`config.mk`:
```
export PLATFORM = sky130hd
export DESIGN_NAME = ps2_keystroke_sequencer
export DESIGN_NICKNAME = d
export VERILOG_FILES = /design/src/rtl/enigma_pkg.sv /design/src/rtl/scancode_to_letter.sv /design/src/rtl/ps2_keystroke_sequencer.sv
export SDC_FILE = /design/constraint.sdc
export NUM_CORES = 1
export LEC_CHECK = 0
export CORE_MARGIN = 1.5
export CORE_UTILIZATION = 50
export DETAILED_ROUTE_END_ITERATION = 16
export GPL_ROUTABILITY_DRIVEN = 1
export MAX_ROUTING_LAYER = met4
export PLACE_DENSITY = 0.73
export SLEW_MARGIN = 20
export SYNTH_ARGS = -nofsm -noshare
export SYNTH_HDL_FRONTEND = slang
export SYNTH_HIERARCHICAL = 1
export SYNTH_SLANG_ARGS = --single-unit
export TNS_END_PERCENT = 1
```
`constraint.sdc`:
```
create_clock -name clock -period 1.85 [get_ports clock]
set_input_delay 0.2775 -clock clock [delete_from_list [all_inputs] [get_ports clock]]
set_output_delay 0.2775 -clock clock [all_outputs]
set_load 0.02 [all_outputs]
```
`src/rtl/enigma_pkg.sv`:
```
// Shared keyboard constants for the cipher path: PS/2 set-2 prefix bytes,
// the 26 letter make codes, the sequencer state encoding and the
// letter <-> scan-code helpers used by decoders on both sides.
package enigma_pkg;

    localparam int         NUM_LETTERS = 26;
    localparam logic [7:0] SC_BREAK    = 8'hF0;
    localparam logic [7:0] SC_EXT      = 8'hE0;
    localparam logic [4:0] LETTER_NONE = 5'h1F;

    localparam logic [7:0] SC_A = 8'h1C, SC_B = 8'h32, SC_C = 8'h21, SC_D = 8'h23;
    localparam logic [7:0] SC_E = 8'h24, SC_F = 8'h2B, SC_G = 8'h34, SC_H = 8'h33;
    localparam logic [7:0] SC_I = 8'h43, SC_J = 8'h3B, SC_K = 8'h42, SC_L = 8'h4B;
    localparam logic [7:0] SC_M = 8'h3A, SC_N = 8'h31, SC_O = 8'h44, SC_P = 8'h4D;
    localparam logic [7:0] SC_Q = 8'h15, SC_R = 8'h2D, SC_S = 8'h1B, SC_T = 8'h2C;
    localparam logic [7:0] SC_U = 8'h3C, SC_V = 8'h2A, SC_W = 8'h1D, SC_X = 8'h22;
    localparam logic [7:0] SC_Y = 8'h35, SC_Z = 8'h1A;

    typedef enum logic [1:0] {
        ST_IDLE,
        ST_BRK,
        ST_EXT,
        ST_EXT_BRK
    } kbd_state_t;

    typedef struct packed {
        logic       is_letter;
        logic [4:0] idx;
    } letter_lookup_t;

    // Make code -> {is_letter, 0..25}; non-letters return LETTER_NONE.
    function automatic letter_lookup_t alphabet_to_binary(input logic [7:0] code);
        letter_lookup_t r;
        r.is_letter = 1'b1;
        r.idx       = LETTER_NONE;
        case (code)
            SC_A: r.idx = 5'd0;   SC_B: r.idx = 5'd1;   SC_C: r.idx = 5'd2;
            SC_D: r.idx = 5'd3;   SC_E: r.idx = 5'd4;   SC_F: r.idx = 5'd5;
            SC_G: r.idx = 5'd6;   SC_H: r.idx = 5'd7;   SC_I: r.idx = 5'd8;
            SC_J: r.idx = 5'd9;   SC_K: r.idx = 5'd10;  SC_L: r.idx = 5'd11;
            SC_M: r.idx = 5'd12;  SC_N: r.idx = 5'd13;  SC_O: r.idx = 5'd14;
            SC_P: r.idx = 5'd15;  SC_Q: r.idx = 5'd16;  SC_R: r.idx = 5'd17;
            SC_S: r.idx = 5'd18;  SC_T: r.idx = 5'd19;  SC_U: r.idx = 5'd20;
            SC_V: r.idx = 5'd21;  SC_W: r.idx = 5'd22;  SC_X: r.idx = 5'd23;
            SC_Y: r.idx = 5'd24;  SC_Z: r.idx = 5'd25;
            default: r.is_letter = 1'b0;
        endcase
        return r;
    endfunction

    // Letter index -> make code; out-of-range indices return 8'h00.
    function automatic logic [7:0] binary_to_alphabet(input logic [4:0] idx);
        logic [7:0] c;
        case (idx)
            5'd0:  c = SC_A;  5'd1:  c = SC_B;  5'd2:  c = SC_C;  5'd3:  c = SC_D;
            5'd4:  c = SC_E;  5'd5:  c = SC_F;  5'd6:  c = SC_G;  5'd7:  c = SC_H;
            5'd8:  c = SC_I;  5'd9:  c = SC_J;  5'd10: c = SC_K;  5'd11: c = SC_L;
            5'd12: c = SC_M;  5'd13: c = SC_N;  5'd14: c = SC_O;  5'd15: c = SC_P;
            5'd16: c = SC_Q;  5'd17: c = SC_R;  5'd18: c = SC_S;  5'd19: c = SC_T;
            5'd20: c = SC_U;  5'd21: c = SC_V;  5'd22: c = SC_W;  5'd23: c = SC_X;
            5'd24: c = SC_Y;  5'd25: c = SC_Z;
            default: c = 8'h00;
        endcase
        return c;
    endfunction

endpackage

```
`src/rtl/scancode_to_letter.sv`:
```
// Combinational PS/2 set-2 make-code to letter-index lookup.
module scancode_to_letter
    import enigma_pkg::*;
(
    input  logic [7:0] scan_code,
    output logic       is_letter,
    output logic [4:0] idx
);

    letter_lookup_t lk;

    // Single table lookup so host-side decoders share the same mapping.
    always_comb begin
        lk        = alphabet_to_binary(scan_code);
        is_letter = lk.is_letter;
        idx       = lk.idx;
    end

endmodule

```
`src/rtl/ps2_keystroke_sequencer.sv`:
```
// Turns raw PS/2 bytes into held-letter state plus one-cycle step / release /
// sync_err events. Tracks the F0 (break) and E0 (extended) prefixes and
// abandons a dangling prefix after TIMEOUT_CYCLES idle cycles.
// The release pulse is named key_release because "release" is reserved.
module ps2_keystroke_sequencer
    import enigma_pkg::*;
#(
    parameter bit ALLOW_REPEAT   = 1'b0,
    parameter int TIMEOUT_CYCLES = 2500000,
    parameter int TO_W           = 22
) (
    input  logic                   clock,
    input  logic                   resetn,
    input  logic [7:0]             scan_code,
    input  logic                   scan_valid,
    output logic [NUM_LETTERS-1:0] letter,
    output logic [4:0]             letter_idx,
    output logic                   key_held,
    output logic                   step,
    output logic                   key_release,
    output logic                   sync_err
);

    localparam logic [TO_W-1:0] TO_LAST = TO_W'(TIMEOUT_CYCLES - 1);

    kbd_state_t             state, state_n;
    logic [TO_W-1:0]        to_cnt, to_cnt_n;
    logic [NUM_LETTERS-1:0] letter_n;
    logic [4:0]             idx_n;
    logic                   held_n, step_n, rel_n, err_n;
    logic                   lk_letter;
    logic [4:0]             lk_idx;

    scancode_to_letter u_lookup (
        .scan_code (scan_code),
        .is_letter (lk_letter),
        .idx       (lk_idx)
    );

    // State, timeout counter and all outputs are plain registers.
    always_ff @(posedge clock or negedge resetn) begin
        if (!resetn) begin
            state       <= ST_IDLE;
            to_cnt      <= '0;
            letter      <= '0;
            letter_idx  <= LETTER_NONE;
            key_held    <= 1'b0;
            step        <= 1'b0;
            key_release <= 1'b0;
            sync_err    <= 1'b0;
        end else begin
            state       <= state_n;
            to_cnt      <= to_cnt_n;
            letter      <= letter_n;
            letter_idx  <= idx_n;
            key_held    <= held_n;
            step        <= step_n;
            key_release <= rel_n;
            sync_err    <= err_n;
        end
    end

    // Next state/outputs. A byte always takes priority over timeout expiry,
    // and each byte yields at most one of step / release.
    always_comb begin
        state_n  = state;
        to_cnt_n = to_cnt;
        idx_n    = letter_idx;
        held_n   = key_held;
        step_n   = 1'b0;
        rel_n    = 1'b0;
        err_n    = 1'b0;

        if (scan_valid) begin
            to_cnt_n = '0;
            case (state)
                ST_IDLE: begin
                    if (scan_code == SC_EXT) begin
                        state_n = ST_EXT;
                    end else if (scan_code == SC_BREAK) begin
                        state_n = ST_BRK;
                    end else if (lk_letter) begin
                        if (!key_held || lk_idx != letter_idx) begin
                            idx_n  = lk_idx;
                            held_n = 1'b1;
                            step_n = 1'b1;
                        end else if (ALLOW_REPEAT) begin
                            step_n = 1'b1;
                        end
                    end
                end
                ST_BRK: begin
                    if (scan_code == SC_EXT) begin
                        state_n = ST_EXT;
                    end else if (scan_code == SC_BREAK) begin
                        state_n = ST_BRK;
                    end else begin
                        state_n = ST_IDLE;
                        // Breaks of keys other than the held one are dropped.
                        if (lk_letter && key_held && lk_idx == letter_idx) begin
                            idx_n  = LETTER_NONE;
                            held_n = 1'b0;
                            rel_n  = 1'b1;
                        end
                    end
                end
                ST_EXT:  state_n = (scan_code == SC_BREAK) ? ST_EXT_BRK : ST_IDLE;
                default: state_n = ST_IDLE;
            endcase
        end else if (state != ST_IDLE) begin
            if (to_cnt == TO_LAST) begin
                state_n  = ST_IDLE;
                to_cnt_n = '0;
                err_n    = 1'b1;
            end else begin
                to_cnt_n = to_cnt + 1'b1;
            end
        end

        letter_n = held_n ? (NUM_LETTERS'(1) << idx_n) : '0;
    end

endmodule
```
# After elaboration in Yosys (flattened, before gate mapping)

Cells that the tools add are included.

Register bits: 59
Bits of input ports: 11
Output and inout port bits: 35
Logic and storage cells: 101

Add/sub/neg operators: 1
Equality and inequality tests: 34
Shifts and indexed selects: 1
Multiplexer cells: 47
Reduce and logical (&&, ||, !) cells: 10

Operators with widths:

| operator                                                           | number |
|---|---|
| 5-bit case mux with 26 select lines                                | 1 |
| 8-bit by 6-bit == test with 1-bit output, second input constant    | 16 |
| 22-bit two-way mux                                                 | 3 |
| 8-bit by 5-bit == test with 1-bit output, second input constant    | 5 |
| 8-bit by 7-bit == test with 1-bit output, second input constant    | 5 |
| 5-bit two-way mux                                                  | 8 |
| 26-bit two-way mux                                                 | 1 |
| 26-bit OR reduction                                                | 1 |
| 1-bit by 5-bit << shifter with 26-bit output, first input constant | 1 |
| 1-bit two-way mux                                                  | 24 |
| 22-bit by 1-bit adder with 22-bit output, second input constant    | 1 |
| 22-bit == test, second input constant                              | 1 |
| 8-bit == test, second input constant                               | 2 |
| 2-bit two-way mux                                                  | 7 |
| 5-bit case mux with 2 select lines                                 | 1 |
| 2-bit case mux with 3 select lines                                 | 1 |
| 2-bit nonzero test                                                 | 3 |
| 5-bit == test                                                      | 1 |
| 5-bit inequality test                                              | 1 |
| 4-bit inequality test, second input constant                       | 1 |
| 3-bit AND reduction                                                | 1 |
| 2-bit by 1-bit == test with 1-bit output, second input constant    | 1 |
| 2-bit == test, second input constant                               | 1 |
| 1-bit logical AND                                                  | 2 |
| 4 further kinds                                                    | 4 |

# Depth between registers and ports, before layout

Depth after elaboration: 12
Depth in mapped cells: 14
Mapped depth without buffers: 11

# Modules after synthesis

The synthesis kept the hierarchy.

Modules (own cells, without submodules):

| module                  | instances | cells each | area each (µm²) | seq. area each (µm²) |
|---|---|---|---|---|
| ps2_keystroke_sequencer | 1         | 285        | 2,926.6         | 1,482.7 |
| scancode_to_letter      | 1         | 89         | 575.6           | 0.0 |

# Least setup slack after synthesis

Ideal clock, no wire load.

Path type: input-to-reg
Start: in scan_code[7]
End: reg letter[10]
Library setup time: 101 ps
Arrival: 2,914 ps
Required time: 1,749 ps
Path slack: -1,165 ps
Stages on the path: 13
Path buffers: 3
Cell sequence: buf_2 or3b_1 buf_2 o311a_1 nand4bb_2 o211ai_1 xnor2_1 nand4_2 or2_4 o221ai_2 inv_2 buf_6 nor4_1

Longest elaborated chain between the ends: 12
Elaborated cells between the ends (all ways): 56
Classes of those cells: 30 x eq/ne; 1 x shift; 21 x mux; 4 x reduce/logical

RTL lines:

| element                                                          | RTL line                       | source |
|---|---|---|
| start: declaration                                               | ps2_keystroke_sequencer.sv:14  | `input logic [7:0] scan_code,` |
| 8-bit by 5-bit == test with 1-bit output (tied with other cells) | enigma_pkg.sv:36               | `case (code)` |
| 5-bit case mux with 26 select lines (*)                          | enigma_pkg.sv:36               |  |
| named net lk_idx[2]                                              | ps2_keystroke_sequencer.sv:32  | `logic [4:0] lk_idx;` |
| 5-bit inequality test                                            | ps2_keystroke_sequencer.sv:83  | `if (!key_held \|\| lk_idx != letter_idx) begin` |
| 1-bit logical OR                                                 | ps2_keystroke_sequencer.sv:83  |  |
| 5-bit two-way mux                                                | ps2_keystroke_sequencer.sv:83  |  |
| 5-bit two-way mux                                                | ps2_keystroke_sequencer.sv:82  | `end else if (lk_letter) begin` |
| 5-bit two-way mux                                                | ps2_keystroke_sequencer.sv:80  | `end else if (scan_code == SC_BREAK) begin` |
| 5-bit two-way mux                                                | ps2_keystroke_sequencer.sv:78  | `if (scan_code == SC_EXT) begin` |
| 5-bit case mux with 2 select lines (*)                           | ps2_keystroke_sequencer.sv:76  | `case (state)` |
| 5-bit two-way mux (*)                                            | ps2_keystroke_sequencer.sv:74  | `if (scan_valid) begin` |
| named net idx_n[0]                                               | ps2_keystroke_sequencer.sv:29  | `logic [4:0] idx_n;` |
| 1-bit by 5-bit << shifter with 26-bit output (*)                 | ps2_keystroke_sequencer.sv:120 | `letter_n = held_n ? (NUM_LETTERS'(1) << idx_n) : '0;` |
| 26-bit two-way mux (*)                                           | ps2_keystroke_sequencer.sv:120 |  |
| named net letter_n[10]                                           | ps2_keystroke_sequencer.sv:28  | `logic [NUM_LETTERS-1:0] letter_n;` |
| end signal: assignment                                           | ps2_keystroke_sequencer.sv:54  | `letter <= letter_n;` |
| end: declaration                                                 | ps2_keystroke_sequencer.sv:16  | `output logic [NUM_LETTERS-1:0] letter,` |

The timed path passes the listed nets; every way through them passes the cells marked *.
A chain may end at the register's enable or synchronous reset.

# Worst setup path in the final report

Start: in scan_code[7]
End: reg letter[20]

Longest elaborated chain between the ends: 12
Elaborated cells between the ends (all ways): 56
Classes of those cells: 30 x eq/ne; 1 x shift; 21 x mux; 4 x reduce/logical

RTL lines:

| element                                                          | RTL line |
|---|---|
| 8-bit by 5-bit == test with 1-bit output (tied with other cells) | enigma_pkg.sv:36 |
| 5-bit case mux with 26 select lines (*)                          | enigma_pkg.sv:36 |
| named net lk_idx[3]                                              | ps2_keystroke_sequencer.sv:32 |
| 5-bit inequality test                                            | ps2_keystroke_sequencer.sv:83 |
| 1-bit logical OR                                                 | ps2_keystroke_sequencer.sv:83 |
| 5-bit two-way mux                                                | ps2_keystroke_sequencer.sv:83 |
| 5-bit two-way mux                                                | ps2_keystroke_sequencer.sv:82 |
| 5-bit two-way mux                                                | ps2_keystroke_sequencer.sv:80 |
| 5-bit two-way mux                                                | ps2_keystroke_sequencer.sv:78 |
| 5-bit case mux with 2 select lines                               | ps2_keystroke_sequencer.sv:76 |
| 5-bit two-way mux                                                | ps2_keystroke_sequencer.sv:74 |
| 1-bit by 5-bit << shifter with 26-bit output                     | ps2_keystroke_sequencer.sv:120 |
| 26-bit two-way mux (*)                                           | ps2_keystroke_sequencer.sv:120 |
| named net letter_n[20]                                           | ps2_keystroke_sequencer.sv:28 |

Marked as above.

==> impl_results.md <==
- Die X: 86.69 um
- Layout Utilization: 84.36%
- Fill cell count: 341
- Final Hold Fails: 0
- Grt met1 use: 42.59%
- Total GRT Usage: 32.89%
- Final antenna-violating net count: 0
- Leak: 2.411 nW
- Flop2flop setup slack: -0.32 ns
- DP Worst Slack: -1.729 ns
- Area growth from synthesis to layout: 63.67%
- Reg-to-reg endpoint: letter[23]
- CTS sink cnt: 59
- Vias in the first global route: 3692
- Syn Nets: 386
- H-tree depth: 3
- Top post-synthesis cells by area: dfrtp_1 (39%), nor4_1 (5.4%), dfstp_2 (3.8%)
- Max FO, Critical Path: 15
- FF-to-FF path depth: 7
- Synth top area share: 38.59%
- CTS buffer count: 9
- First-pass GRT wire length: 18550 um
- Cells after Synth: 374
- Critical Path Max Stage Delay: 0.36 ns
- Sequential share of the synthesized area: 42.34%
- CTS tree: yes
- Startpoint Class: primary input
- Failing checks: negative setup slack
- Diodes inserted: 0
- CP Launch Point: scan_code[7]
- Initial Utilization: 51.55%
- Total power: 5.135 mW
- Buffer levels on the longest clock path: 2
- Largest net degree at the start of global routing: 50
- #FFs+latches synth: 59
- Peak VDD IR: 1021 uV
- Die Height: 86.69 um
- Fraction of registers with async set/reset: 100.0%
- Most used cell, CP: buf_4
- Synth Cell Area: 0.003502 mm2
- Root buffer cell: clkbuf_8
- Die area: 0.007515 mm2
- IO Count: 46
- Synth cell types: 65
- Slew @ Worst Pin: 0.5305 ns
- HP Class: in2async
- Type of the worst setup path: in2reg
- Outcome: finished with violations
- Slew Limit Fails: 0
- Post-synth EDFFs: 0
- Initial antenna violation count: 0
- Worst flop-to-flop path startpoint: letter_idx[3]
- Power density cells: 895.9 mW/mm2
- Most common cell after layout, fill and taps aside: buf_4
- Max_cap viols: 0
- Synth Area per Inst: 9.364 um2
- Placer Congestion: 0.9647
- RSZ-0062 raised after global routing: yes
- Nets: 539
- I/O Buffers: 45
- Setup violators final: 35
- Post-Route WL: 12890 um
- Maximum clock rate: 337.1 MHz
- Drt pass-1 iters: 6
- Met3 Use GR: 4.762%
- Reg clk slew, reported paths: 0.07 ns
- Core area: 0.006794 mm2
- Clock Latency Late Sink: 0.34 ns
- CP required: 2.08 ns
- Max stage delay cell, worst path: nor4_2
- Total congestion overflow: 0
- Largest area contributor in the netlist: dfrtp_1
- Via-to-Cell Ratio: 6.296
- Synth warnings: 6
- Row count: 30
- DRC Markers: 0
- Final HPWL DP: 7067 um
- Crit-path cells: buf_2 > buf_4 > nor4b_2 > buf_4 > a21oi_2 > o2111ai_4 > nand3b_1 > xor2_1 > nand2b_4 > or2_4 > buf_4 > o221ai_4 > inv_4 > nor4_2
- Max Clock Skew: 0.01414 ns
- Worst Setup End Kind: register
- Fin worst setup slack: -1.116 ns
- Part of the cycle the worst path needs: 160.3%
- Setup TNS: -32.58 ns
- Critical Path Sink: letter[20]
- Arrival @ worst endpoint: 3.19 ns
- Most used flip-flop cell after synthesis: dfrtp_1
- DRT iter0 DRCs: 300
- Grt met2 use: 54.69%
- Non-Filler Instances: 628
- Max-Slew Margin vs Limit: 64.31%
- GRT busiest layer: met2
- Crit path time final: 2.966 ns
- Most frequent cells in the layout: buf_4 (104), dfrtp_1 (53), clkdlybuf4s50_1 (31)
- DP Cell Count: 592
- Vias after detailed routing: 3954
- Layout cells sized above 1: 45.11%
- DR WL/cell: 20.53 um
[cell families after synthesis]
logic type | share of synthesized area (%)
and+or+nand+nor | 29.26
AOI/OAI and AO/OA | 17.51
DFF | 42.34
buffers and inverters | 4.966
xor gates and xnor gates | 3.751
muxes | 1.822
adders and majority gates | 0.3572
[worst min-delay path by stage]
stage / end / slack (ns) / start / depth (start not counted)
2_1_floorplan: key_held / -0.02 / resetn / 0
6_report: to_cnt[1] / 0.35 / resetn / 2
3_3_place_gp: to_cnt[1] / 0.17 / resetn / 1
5_1_grt: to_cnt[1] / 0.38 / resetn / 2
3_5_place_dp: to_cnt[1] / 0.17 / resetn / 1
4_1_cts: to_cnt[0] / 0.35 / resetn / 2
[cells in the mapped netlist, types with 8 or more instances]
library cell	number
nand2b_1	8
clkbuf_1	11
buf_2	10
o21ai_0	10
nand3_1	18
nor4_1	30
nand2_1	22
nand4_1	10
a31oi_1	12
dfrtp_1	54
nor2_1	25
nor2b_1	10
xnor2_1	9
nor3_1	12
a21oi_1	15
inv_1	8
[what timing repair did]
item / CTS / global route
gates resized for setup: 127 / 26
pin swaps: 30 / 10
gates cloned: 2 / 0
endpoints found under the hold margin: 10 / 0
hold buffers: 1 / 0
endpoints found under the setup margin: 60 / 44
setup buffers: 15 / 2
[layout make-up]
cell class              count  area [um2]  area share, %
flip-flops and latches     59        1484          25.89
clock buffers              11       141.4          2.467
clock inverters             5       100.1          1.746
repair inverters            1       7.507         0.1310
multi-input cells         278        2404          41.93
repair buffers            167        1424          24.84
inverters                  11       51.30         0.8950
well taps                  96       120.1          2.096
[per-stage QoR]
step	cell area (um2)	hold slack, ns
2_1_floorplan	3573	-0.01809
3_3_place_gp	4795	0.1651
3_5_place_dp	4795	0.1694
4_1_cts	5567	0.3546
5_1_grt	5732	0.3814
6_report	5732	0.3469
[where the power goes]
| group | total [mW] | internal [mW] | leakage, nW | switching [mW] |
|---|---|---|---|---|
| Combinational | 2.21 | 0.890 | 1.49 | 1.32 |
| Clock | 1.44 | 0.928 | 0.123 | 0.512 |
| Sequential | 1.49 | 1.41 | 0.801 | 0.0848 |
| Total | 5.14 | 3.22 | 2.41 | 1.91 |
[metal layers]
metal | up-vias | routed length [um]
li1 | 1724 | -
met1 | 1944 | 5009
met2 | 224 | 6457
met3 | 62 | 1008
met4 | 0 | 415
met5 | - | 0
[sequential cells by signal (all words and copies together), names as in the netlist]
register     flops
to_cnt          22
key_held         1
step             1
letter          26
letter_idx       5
sync_err         1
state            2
key_release      1
[worst max-delay path: cells and delay by family]
kind / cells / cell delay, ns
AOI/OAI and AO/OA: 3 / 0.59
xor gates and xnor gates: 1 / 0.25
buffers and inverters: 5 / 0.83
and+or+nand+nor: 5 / 1.22
Note: power is estimated with default switching activity, not from simulation.
